$ cat src/rtl/alu_pkg.sv
// Shared definitions for the ALU responder: data width, opcode set and
// the responder FSM state encoding.
package alu_pkg;

    // Default operand / result width.
    localparam int N = 8;

    // Operation codes carried on the request channel.
    typedef enum logic [2:0] {
        OP_ADD = 3'd0,
        OP_SUB = 3'd1,
        OP_AND = 3'd2,
        OP_OR  = 3'd3,
        OP_XOR = 3'd4,
        OP_SHL = 3'd5,
        OP_SHR = 3'd6,
        OP_MUL = 3'd7
    } op_e;

    // Responder control states.
    //   IDLE : waiting for a request
    //   EXEC : iterating the shift-add multiplier
    //   RESP : holding a result until the consumer takes it
    typedef enum logic [1:0] {
        IDLE = 2'd0,
        EXEC = 2'd1,
        RESP = 2'd2
    } state_e;

    // Tells single-cycle ops apart from the iterative multiply.
    function automatic logic is_multi_cycle(input op_e op);
        return (op == OP_MUL);
    endfunction

endpackage

$ cat src/rtl/alu_core.sv
// Purely combinational single-cycle ALU covering every opcode except MUL.
// MUL produces zero here; the responder computes it iteratively instead.
module alu_core
    import alu_pkg::*;
#(
    parameter int N = alu_pkg::N
) (
    input  logic [N-1:0] a,
    input  logic [N-1:0] b,
    input  op_e          op,
    output logic [N-1:0] y,
    output logic         carry
);

    // Select the result and the flag for the requested operation.
    always_comb begin
        y     = '0;
        carry = 1'b0;
        case (op)
            OP_ADD: {carry, y} = {1'b0, a} + {1'b0, b};
            OP_SUB: begin
                y     = a - b;
                carry = (a < b);
            end
            OP_AND: y = a & b;
            OP_OR:  y = a | b;
            OP_XOR: y = a ^ b;
            OP_SHL: begin
                y     = {a[N-2:0], 1'b0};
                carry = a[N-1];
            end
            OP_SHR: begin
                y     = {1'b0, a[N-1:1]};
                carry = a[0];
            end
            default: begin
                y     = '0;
                carry = 1'b0;
            end
        endcase
    end

endmodule

$ cat src/rtl/alu_responder.sv
// Request/response ALU server. Single-cycle ops go straight from IDLE to
// RESP; MUL spends N cycles in EXEC running a shift-add multiplier. The
// result is held on the response channel until the consumer accepts it.
module alu_responder
    import alu_pkg::*;
#(
    parameter int N     = alu_pkg::N,
    parameter int CNT_W = 16
) (
    input  logic             clk,
    input  logic             rst_n,
    input  logic             req_valid,
    output logic             req_ready,
    input  logic [N-1:0]     req_a,
    input  logic [N-1:0]     req_b,
    input  op_e              req_op,
    output logic             rsp_valid,
    input  logic             rsp_ready,
    output logic [N-1:0]     rsp_y,
    output logic             rsp_carry,
    output logic             rsp_zero,
    output logic [CNT_W-1:0] ops_done
);

    localparam int ITER_W = (N > 1) ? $clog2(N) : 1;

    state_e              state;
    state_e              next_state;

    logic [ITER_W-1:0]   iter;
    logic [2*N-1:0]      acc;
    logic [2*N-1:0]      mcand;
    logic [N-1:0]        mplier;
    logic [2*N-1:0]      acc_next;
    logic                last_step;

    logic [N-1:0]        core_y;
    logic                core_carry;

    logic                accept;
    logic                rsp_fire;

    // Single-cycle ops are evaluated directly from the request inputs so the
    // result can be registered on the accept edge.
    alu_core #(
        .N (N)
    ) u_core (
        .a     (req_a),
        .b     (req_b),
        .op    (req_op),
        .y     (core_y),
        .carry (core_carry)
    );

    assign accept    = (state == IDLE) && req_valid;
    assign rsp_fire  = (state == RESP) && rsp_ready;
    assign last_step = (iter == ITER_W'(N - 1));

    // One shift-add step: add the shifted multiplicand when the current
    // multiplier bit is set.
    always_comb begin
        acc_next = acc;
        if (mplier[0]) begin
            acc_next = acc + mcand;
        end
    end

    // State register.
    always_ff @(posedge clk or negedge rst_n) begin
        if (!rst_n) begin
            state <= IDLE;
        end else begin
            state <= next_state;
        end
    end

    // Next-state and handshake outputs.
    always_comb begin
        next_state = state;
        req_ready  = 1'b0;
        rsp_valid  = 1'b0;
        case (state)
            IDLE: begin
                req_ready = 1'b1;
                if (req_valid) begin
                    next_state = is_multi_cycle(req_op) ? EXEC : RESP;
                end
            end
            EXEC: begin
                if (last_step) begin
                    next_state = RESP;
                end
            end
            RESP: begin
                rsp_valid = 1'b1;
                if (rsp_ready) begin
                    next_state = IDLE;
                end
            end
            default: next_state = IDLE;
        endcase
    end

    // Multiplier operands, accumulator and iteration counter.
    always_ff @(posedge clk or negedge rst_n) begin
        if (!rst_n) begin
            acc    <= '0;
            mcand  <= '0;
            mplier <= '0;
            iter   <= '0;
        end else if (accept) begin
            acc    <= '0;
            mcand  <= {{N{1'b0}}, req_a};
            mplier <= req_b;
            iter   <= '0;
        end else if (state == EXEC) begin
            acc    <= acc_next;
            mcand  <= mcand << 1;
            mplier <= mplier >> 1;
            iter   <= last_step ? '0 : iter + ITER_W'(1);
        end
    end

    // Response registers: loaded on accept for single-cycle ops, or on the
    // final multiply step; otherwise held so they stay stable under stall.
    always_ff @(posedge clk or negedge rst_n) begin
        if (!rst_n) begin
            rsp_y     <= '0;
            rsp_carry <= 1'b0;
            rsp_zero  <= 1'b0;
        end else if (accept && !is_multi_cycle(req_op)) begin
            rsp_y     <= core_y;
            rsp_carry <= core_carry;
            rsp_zero  <= (core_y == '0);
        end else if ((state == EXEC) && last_step) begin
            rsp_y     <= acc_next[N-1:0];
            rsp_carry <= |acc_next[2*N-1:N];
            rsp_zero  <= (acc_next[N-1:0] == '0);
        end
    end

    // Completed-response counter, bumped on each response handshake.
    always_ff @(posedge clk or negedge rst_n) begin
        if (!rst_n) begin
            ops_done <= '0;
        end else if (rsp_fire) begin
            ops_done <= ops_done + CNT_W'(1);
        end
    end

endmodule

$ cat config.mk
export PLATFORM = sky130hd
export DESIGN_NAME = alu_responder
export DESIGN_NICKNAME = d
export VERILOG_FILES = /design/src/rtl/alu_pkg.sv /design/src/rtl/alu_core.sv /design/src/rtl/alu_responder.sv
export SDC_FILE = /design/constraint.sdc
export NUM_CORES = 1
export LEC_CHECK = 0
export BUFFER_PORTS_ARGS = -buffer_cell sky130_fd_sc_hd__buf_2
export CAP_MARGIN = 20
export CORE_MARGIN = 3
export CORE_UTILIZATION = 54
export CTS_CLUSTER_DIAMETER = 30
export DETAILED_ROUTE_END_ITERATION = 7
export HOLD_SLACK_MARGIN = 0.03
export PLACE_DENSITY_LB_ADDON = 0.1
export SYNTH_ARGS = -nofsm -noshare
export SYNTH_HDL_FRONTEND = slang
export SYNTH_HIERARCHICAL = 1
export SYNTH_SLANG_ARGS = --single-unit
$ cat constraint.sdc
create_clock -name clk -period 2.3 [get_ports clk]
set_input_delay 0.23 -clock clk [delete_from_list [all_inputs] [get_ports clk]]
set_output_delay 0.23 -clock clk [all_outputs]
set_load 0.005 [all_outputs]
==> results of run 1 <==
[registers in the layout, indices dropped and copies added (netlist names)]
name and cells:
acc 16, mcand 16, ops_done 16, mplier 8
rsp_y 8, iter 3, state 2, rsp_carry 1
rsp_zero 1
[synthesized netlist by cell type, types with 7 or more instances]
cell       n
ha_1      43
a211oi_1   8
nor2b_1    9
nor3_1     7
o21ai_0   40
a21oi_1   30
o21ai_1    7
buf_2      9
and3_1     7
nand3_1   31
xnor2_1   20
o221ai_1   7
a22oi_1   16
nand4_1    7
dfrtp_1   71
nor2_1    31
mux2i_1   11
inv_1     32
a31oi_1    7
nand2b_1   9
nand2_1   84
clkbuf_1  20
[path summary, 6_finish.rpt]
| check | start | endpoint | slack [ps] | cells after the start |
|---|---|---|---|---|
| worst max-delay path | mcand[1]$_DFFE_PN0P_ | rsp_carry$_DFFE_PN0P_ | -80 | 9 |
| worst min-delay path | req_b[7] | mplier[7]$_DFFE_PN0P_ | 140 | 3 |
| worst max register to register | mcand[1]$_DFFE_PN0P_ | rsp_carry$_DFFE_PN0P_ | -80 | 9 |
| worst min register to register | ops_done[15]$_DFFE_PN0P_ | ops_done[15]$_DFFE_PN0P_ | 480 | 1 |
| max in group asynchronous | rst_n | acc[8]$_DFFE_PN0P_ | 1560 | 3 |
| min in group asynchronous | rst_n | mcand[4]$_DFFE_PN0P_ | 410 | 3 |
[report_power, final]
part	switching, uW	total (uW)	internal, uW
registers	224	1680	1460
logic	938	1830	895
clock network	520	1140	624
total	1680	4660	2980
[repair_timing]
item | 4_1_cts | 5_1_grt
setup buffers | 6 | 3
resized for setup | 18 | 30
pin swaps | 16 | 14
endpoints found under the setup margin | 7 | 12
hold buffers | 1 | 0
endpoints found under the hold margin | 71 | 0
[through the flow]
stage,utilization,power (uW)
final,0.757,4660
after global placement,0.696,3220
after CTS,0.739,4540
after global routing,0.757,4940
after detailed placement,0.696,3270
after floorplan,-,2480
[worst min-delay path: stages]
cell,delay (ps)
buf_2,110
nand2_1,50
o21ai_0,60
[layout make-up]
cell class	instances	area share
repair buffers	184	0.179
clock buffers	9	0.0173
clock inverters	7	0.0143
flip-flops and latches	71	0.248
multi-input cells	486	0.501
well taps	129	0.0225
inverters	32	0.0168
[cell families after synthesis]
group | count (synthesis) | synth area share
AND/OR/NAND/NOR | 220 | 0.208
AO/OA/AOI/OAI | 177 | 0.224
flip-flops | 71 | 0.331
buffers and inverters | 64 | 0.0504
adder cells (fa/ha/maj) | 46 | 0.111
XOR/XNOR | 26 | 0.0424
multiplexers | 17 | 0.0331
[metal layers]
metal | routed length [um] | up-vias | part of all wire
met1 | 7350 | 2569 | 0.46
met5 | 0 | - | 0
li1 | - | 2598 | -
met4 | 275 | 0 | 0.017
met3 | 1100 | 24 | 0.069
met2 | 7270 | 204 | 0.45
==> impl_metrics.toml, run 1 <==
[synthesis]
ys_warn_count = 6
synthCells = 621
avgSynthCellArea_um2 = 8.64
synth-seq-cells = 71
synthFlopType = "dfrtp_1"
synth_cell_type_count = 70
synth_top_area_share = 0.331
syn-num-nets = 690
netlist_area_um2 = 5370
synth_edf_count = 0
synthArstFlopShare = 1.00
yosysSeqAreaShare = 0.331
synthTopCellsByArea = "dfrtp_1 (33%), ha_1 (10%), nand2_1 (5.9%), o21ai_0 (3.7%), xnor2_1 (3.3%)"
yosys.area.top_type = "dfrtp_1"

[timing]
relSlewSlack = 0.559
tns_ps = -256
period_share = 1.04
rsz0062_at_grt = "yes"
worstMarginPinSlew_ps = 659
setup_violations = 4
max_freq_ghz = 0.420
timing.hold.ws_ps = 137
timing.final.hold_violations = 0
worst_slack_ps = -81.3
layout_min_cycle_time_ps = 2380
finClkSkew_ps = 15.2
final-max-slew-violation-count = 0

[run]
drv_cap = 0

[power_and_ir_drop]
cellLeakagePower_uw = 0.00339
powerDensity_nw_per_um2 = 651
vdd_ir_drop_max_uv = 576

[layout]
final_cell_mix = "buf_4 (130), nand2_1 (84), dfrtp_1 (71), buf_2 (49), o21ai_0 (36)"
multiInputGateArea_um2 = 3590
drive_gt1_frac = 0.330
finish.net_count = 853
stdcell_count = 918
design_area_um2 = 7160
areaGrowthSynthToFinish_pct = 33.4
nFillCells = 699
register_area_um2 = 1780
antenna_cells = 0
final_common_cell = "buf_4"

[route]
vias = 5395
wl_per_cell_um = 17.4
drt_iter0_drc = 384
vias_per_cell = 5.88
finalWirelength_um = 16000
first_pass_iters = 5
ant_nets = 0
drc = 0

[clock_tree]
cts_tree = "built"
cts_buffers = 9
cts.clk_slew.worst_paths_ps = 90
insertion_delay_ps = 340
cts_htree_levels = 3
cts.sinks = 71
cts.path.max_buffers = 2
clock-root-buffer = "clkbuf_8"

[grt]
grt_max_degree = 72
top_usage_layer = "met2"
grt_pass1_wl_um = 26700
use_met1 = 0.428
grt_use_met2 = 0.451
antenna_found_initial = 0
gr-usage-met3 = 0.0502
grt_overflow = 0
first_global_vias = 5390
track_usage = 0.295

[place]
portBuffers = 50
dp_hpwl_um = 12000
place_inst = 892
pre_cts_slack_ps = -288
routabilityCongestion = 0.909
placed_area_um2 = 6580

[floorplanning]
start_util = 0.567
core_um2 = 9460
die-height_um = 106
io_pins = 51
die_w_um = 106
rows = 35
die_area_um2 = 11200

[critical_path]
cp_slowest_cell = "dfrtp_1"
crit_top_cell = "buf_6"
critical_path_class = "flip-flop to flip-flop"
path_cells = "buf_6, fa_2, a21oi_4, o2111ai_4, buf_6, a311oi_4, xnor2_2, a211oi_2, a31oi_1"
crit_path_max_fanout = 5
cp-start-kind = "flip-flop"
critical_path_arrival_ps = 2600
critPathBufInv = 2
cp_top_family = "compound AO/OA/AOI/OAI gates"
cp_slowest_stage_delay_ps = 440
required_ps = 2520
cp-end-kind = "flip-flop"

[min_path]
hp-class = "input pin to flip-flop"

[status]
violations = "setup timing"
status = "finished with violations"
No activity file was read; power rests on OpenSTA's default activity.
==> run 2, diff against run 1 <==
ABC_AREA = 1   (was not set)
CTS_CLUSTER_SIZE = 8   (was not set)
GPL_TIMING_DRIVEN = 1   (was not set)
==> impl_metrics.toml, run 2 <==
[critical_path]
critical_path_arrival_ps = 2430
cp-start-kind = "flip-flop"
required_ps = 2590
cp-end-kind = "flip-flop"
critical_path_class = "flip-flop to flip-flop"
crit_path_max_fanout = 3

[layout]
design_area_um2 = 6070
final_cell_mix = "nand2_1 (219), inv_1 (127), dfrtp_1 (71), nand3_1 (62), buf_2 (50)"
final_common_cell = "nand2_1"
finish.net_count = 893
reg_top3 = "acc (16), mcand (16), ops_done (16)"
areaGrowthSynthToFinish_pct = 13.7
post-route-util = 0.644
antenna_cells = 0
drive_gt1_frac = 0.148

[power_and_ir_drop]
cellLeakagePower_uw = 0.00335
powerDensity_nw_per_um2 = 817
vdd_ir_drop_max_uv = 524

[synthesis]
synthCells = 755
yosysSeqAreaShare = 0.333
ys_warn_count = 6
synth_edf_count = 0
synthArstFlopShare = 1.00
netlist_area_um2 = 5340
synth_cell_type_count = 36
synth_top_area_share = 0.333
synthTopCellsByArea = "dfrtp_1 (33%), nand2_1 (16%), ha_1 (10%), inv_1 (8.9%), nand3_1 (5.9%)"
yosysMostFrequentCell = "nand2_1"
synthTopCellsByCount = "nand2_1 (224), inv_1 (127), dfrtp_1 (71), nand3_1 (63), ha_1 (43)"
synth-seq-cells = 71
avgSynthCellArea_um2 = 7.07
synthFlopType = "dfrtp_1"
yosys.area.top_type = "dfrtp_1"
syn-num-nets = 824

[clock_tree]
insertion_delay_ps = 350
cts_htree_levels = 3
cts_buffers = 9
clock-root-buffer = "clkbuf_8"
cts.path.max_buffers = 2
cts_tree = "built"
cts.sinks = 71
cts.clk_slew.worst_paths_ps = 90

[timing]
timing.final.hold_violations = 0
finClkSkew_ps = 13.8
rsz0062_at_grt = "no"
final-max-slew-violation-count = 0
setup_violations = 0
relSlewSlack = 0.628
max_freq_ghz = 0.467
period_share = 0.930
layout_min_cycle_time_ps = 2140
worstMarginPinSlew_ps = 553

[grt]
antenna_found_initial = 0
track_usage = 0.274
grt_pass1_wl_um = 24600
first_global_vias = 5078
grt_overflow = 0
grt_max_degree = 72

[floorplanning]
io_pins = 51
core_um2 = 9420
die_area_um2 = 11100
start_util = 0.567
rows = 35
die-height_um = 105
die_w_um = 105

[route]
first_pass_iters = 5
vias = 5137
finalWirelength_um = 14500
vias_per_cell = 5.36
drc = 0
ant_nets = 0
drt_iter0_drc = 357
wl_per_cell_um = 15.2

[status]
status = "finished clean"

[place]
placed_area_um2 = 5860
dp_hpwl_um = 11300
routabilityCongestion = 0.961
portBuffers = 50

[run]
drv_cap = 0

[min_path]
hp-class = "input pin to flip-flop"
==> run 2: changes by cell type in the layout (fill, tap and decap cells not counted), moves of 11 or more <==
cell | previous run | this run
nand2_1 | 84 | 219
nand3_1 | 30 | 62
a22oi_1 | 16 | 0
o22ai_1 | 3 | 28
buf_4 | 130 | 23
inv_1 | 32 | 127
o21ai_0 | 36 | 25
==> run 2: through the flow <==
step / setup slack, ps / TNS (ps) / std cells / power (uW) / hold WS (ps)
floorplan: 270 / 0 / 755 / 3210 / -65.6
global route: 23.5 / 0 / 958 / 5340 / 72.3
global placement: -39.4 / -39.4 / 941 / 3950 / 284
detailed placement: -49.8 / -49.8 / 941 / 3990 / 294
finish: 160 / 0 / 958 / 4960 / 79.4
CTS: 76.2 / 0 / 958 / 4950 / 69.2
==> run 2: routing by layer <==
layer	global-route usage	wire length (um)	share of wire
met3	0.0447	900	0.062
met1	0.384	6630	0.46
met5	0	0	0
met2	0.429	6610	0.45
met4	0.0984	393	0.027
==> run 2: area by class of cell <==
cell class | count | area [um^2]
sequential | 71 | 1780
clock inverter | 6 | 43.8
timing repair buffer | 75 | 453
tap | 129 | 161
multi-input combinational | 532 | 2990
fill | 883 | 3350
clock buffer | 10 | 138
inverter | 135 | 507
==> run 2: timing repair <==
action	4_1_cts	5_1_grt
hold buffers	1	0
endpoints found under the hold margin	71	0
setup buffers	0	0
resized for setup	0	7
endpoints found under the setup margin	0	1
==> run 2: cell families (layout without fill, tap and decap cells) <==
group,count (synthesis),after routing,share of synthesized area
xor+xnor,21,21,0.0345
compound gates,98,98,0.114
simple gates,367,367,0.296
fa+ha+maj,46,46,0.112
buf+inv,152,226,0.111
flops,71,71,0.333
==> run 2: path summary, 6_finish.rpt <==
path / slack [ps] / to / from / cells past startpoint
worst max-delay path: 160 / rsp_zero$_DFFE_PN0P_ / acc[0]$_DFFE_PN0P_ / 11
worst min-delay path: 80 / state[1]$_DFFE_PN0P_ / rsp_ready / 2
worst max register to register: 160 / rsp_zero$_DFFE_PN0P_ / acc[0]$_DFFE_PN0P_ / 11
worst min register to register: 480 / ops_done[15]$_DFFE_PN0P_ / ops_done[15]$_DFFE_PN0P_ / 1
max in group asynchronous: 1550 / mcand[0]$_DFFE_PN0P_ / rst_n / 3
min in group asynchronous: 420 / mplier[7]$_DFFE_PN0P_ / rst_n / 3
==> run 2: report_power, final <==
| group | leakage (uW) | internal, uW | switching (uW) |
|---|---|---|---|
| sequential | 0.000917 | 1570 | 249 |
| combinational | 0.00234 | 835 | 1340 |
| clock | 0.0000930 | 427 | 526 |
==> run 2: critical path: stages, from the launching register on <==
cell and delay [ps]:
dfrtp_1 390, ha_1 230, fa_2 370, nand2_2 90, nand2_2 80, nand2_1 80, xnor2_1 60, o21ai_0 270
nand3_1 140, nor2_1 140, nand3_1 90, a21oi_1 140
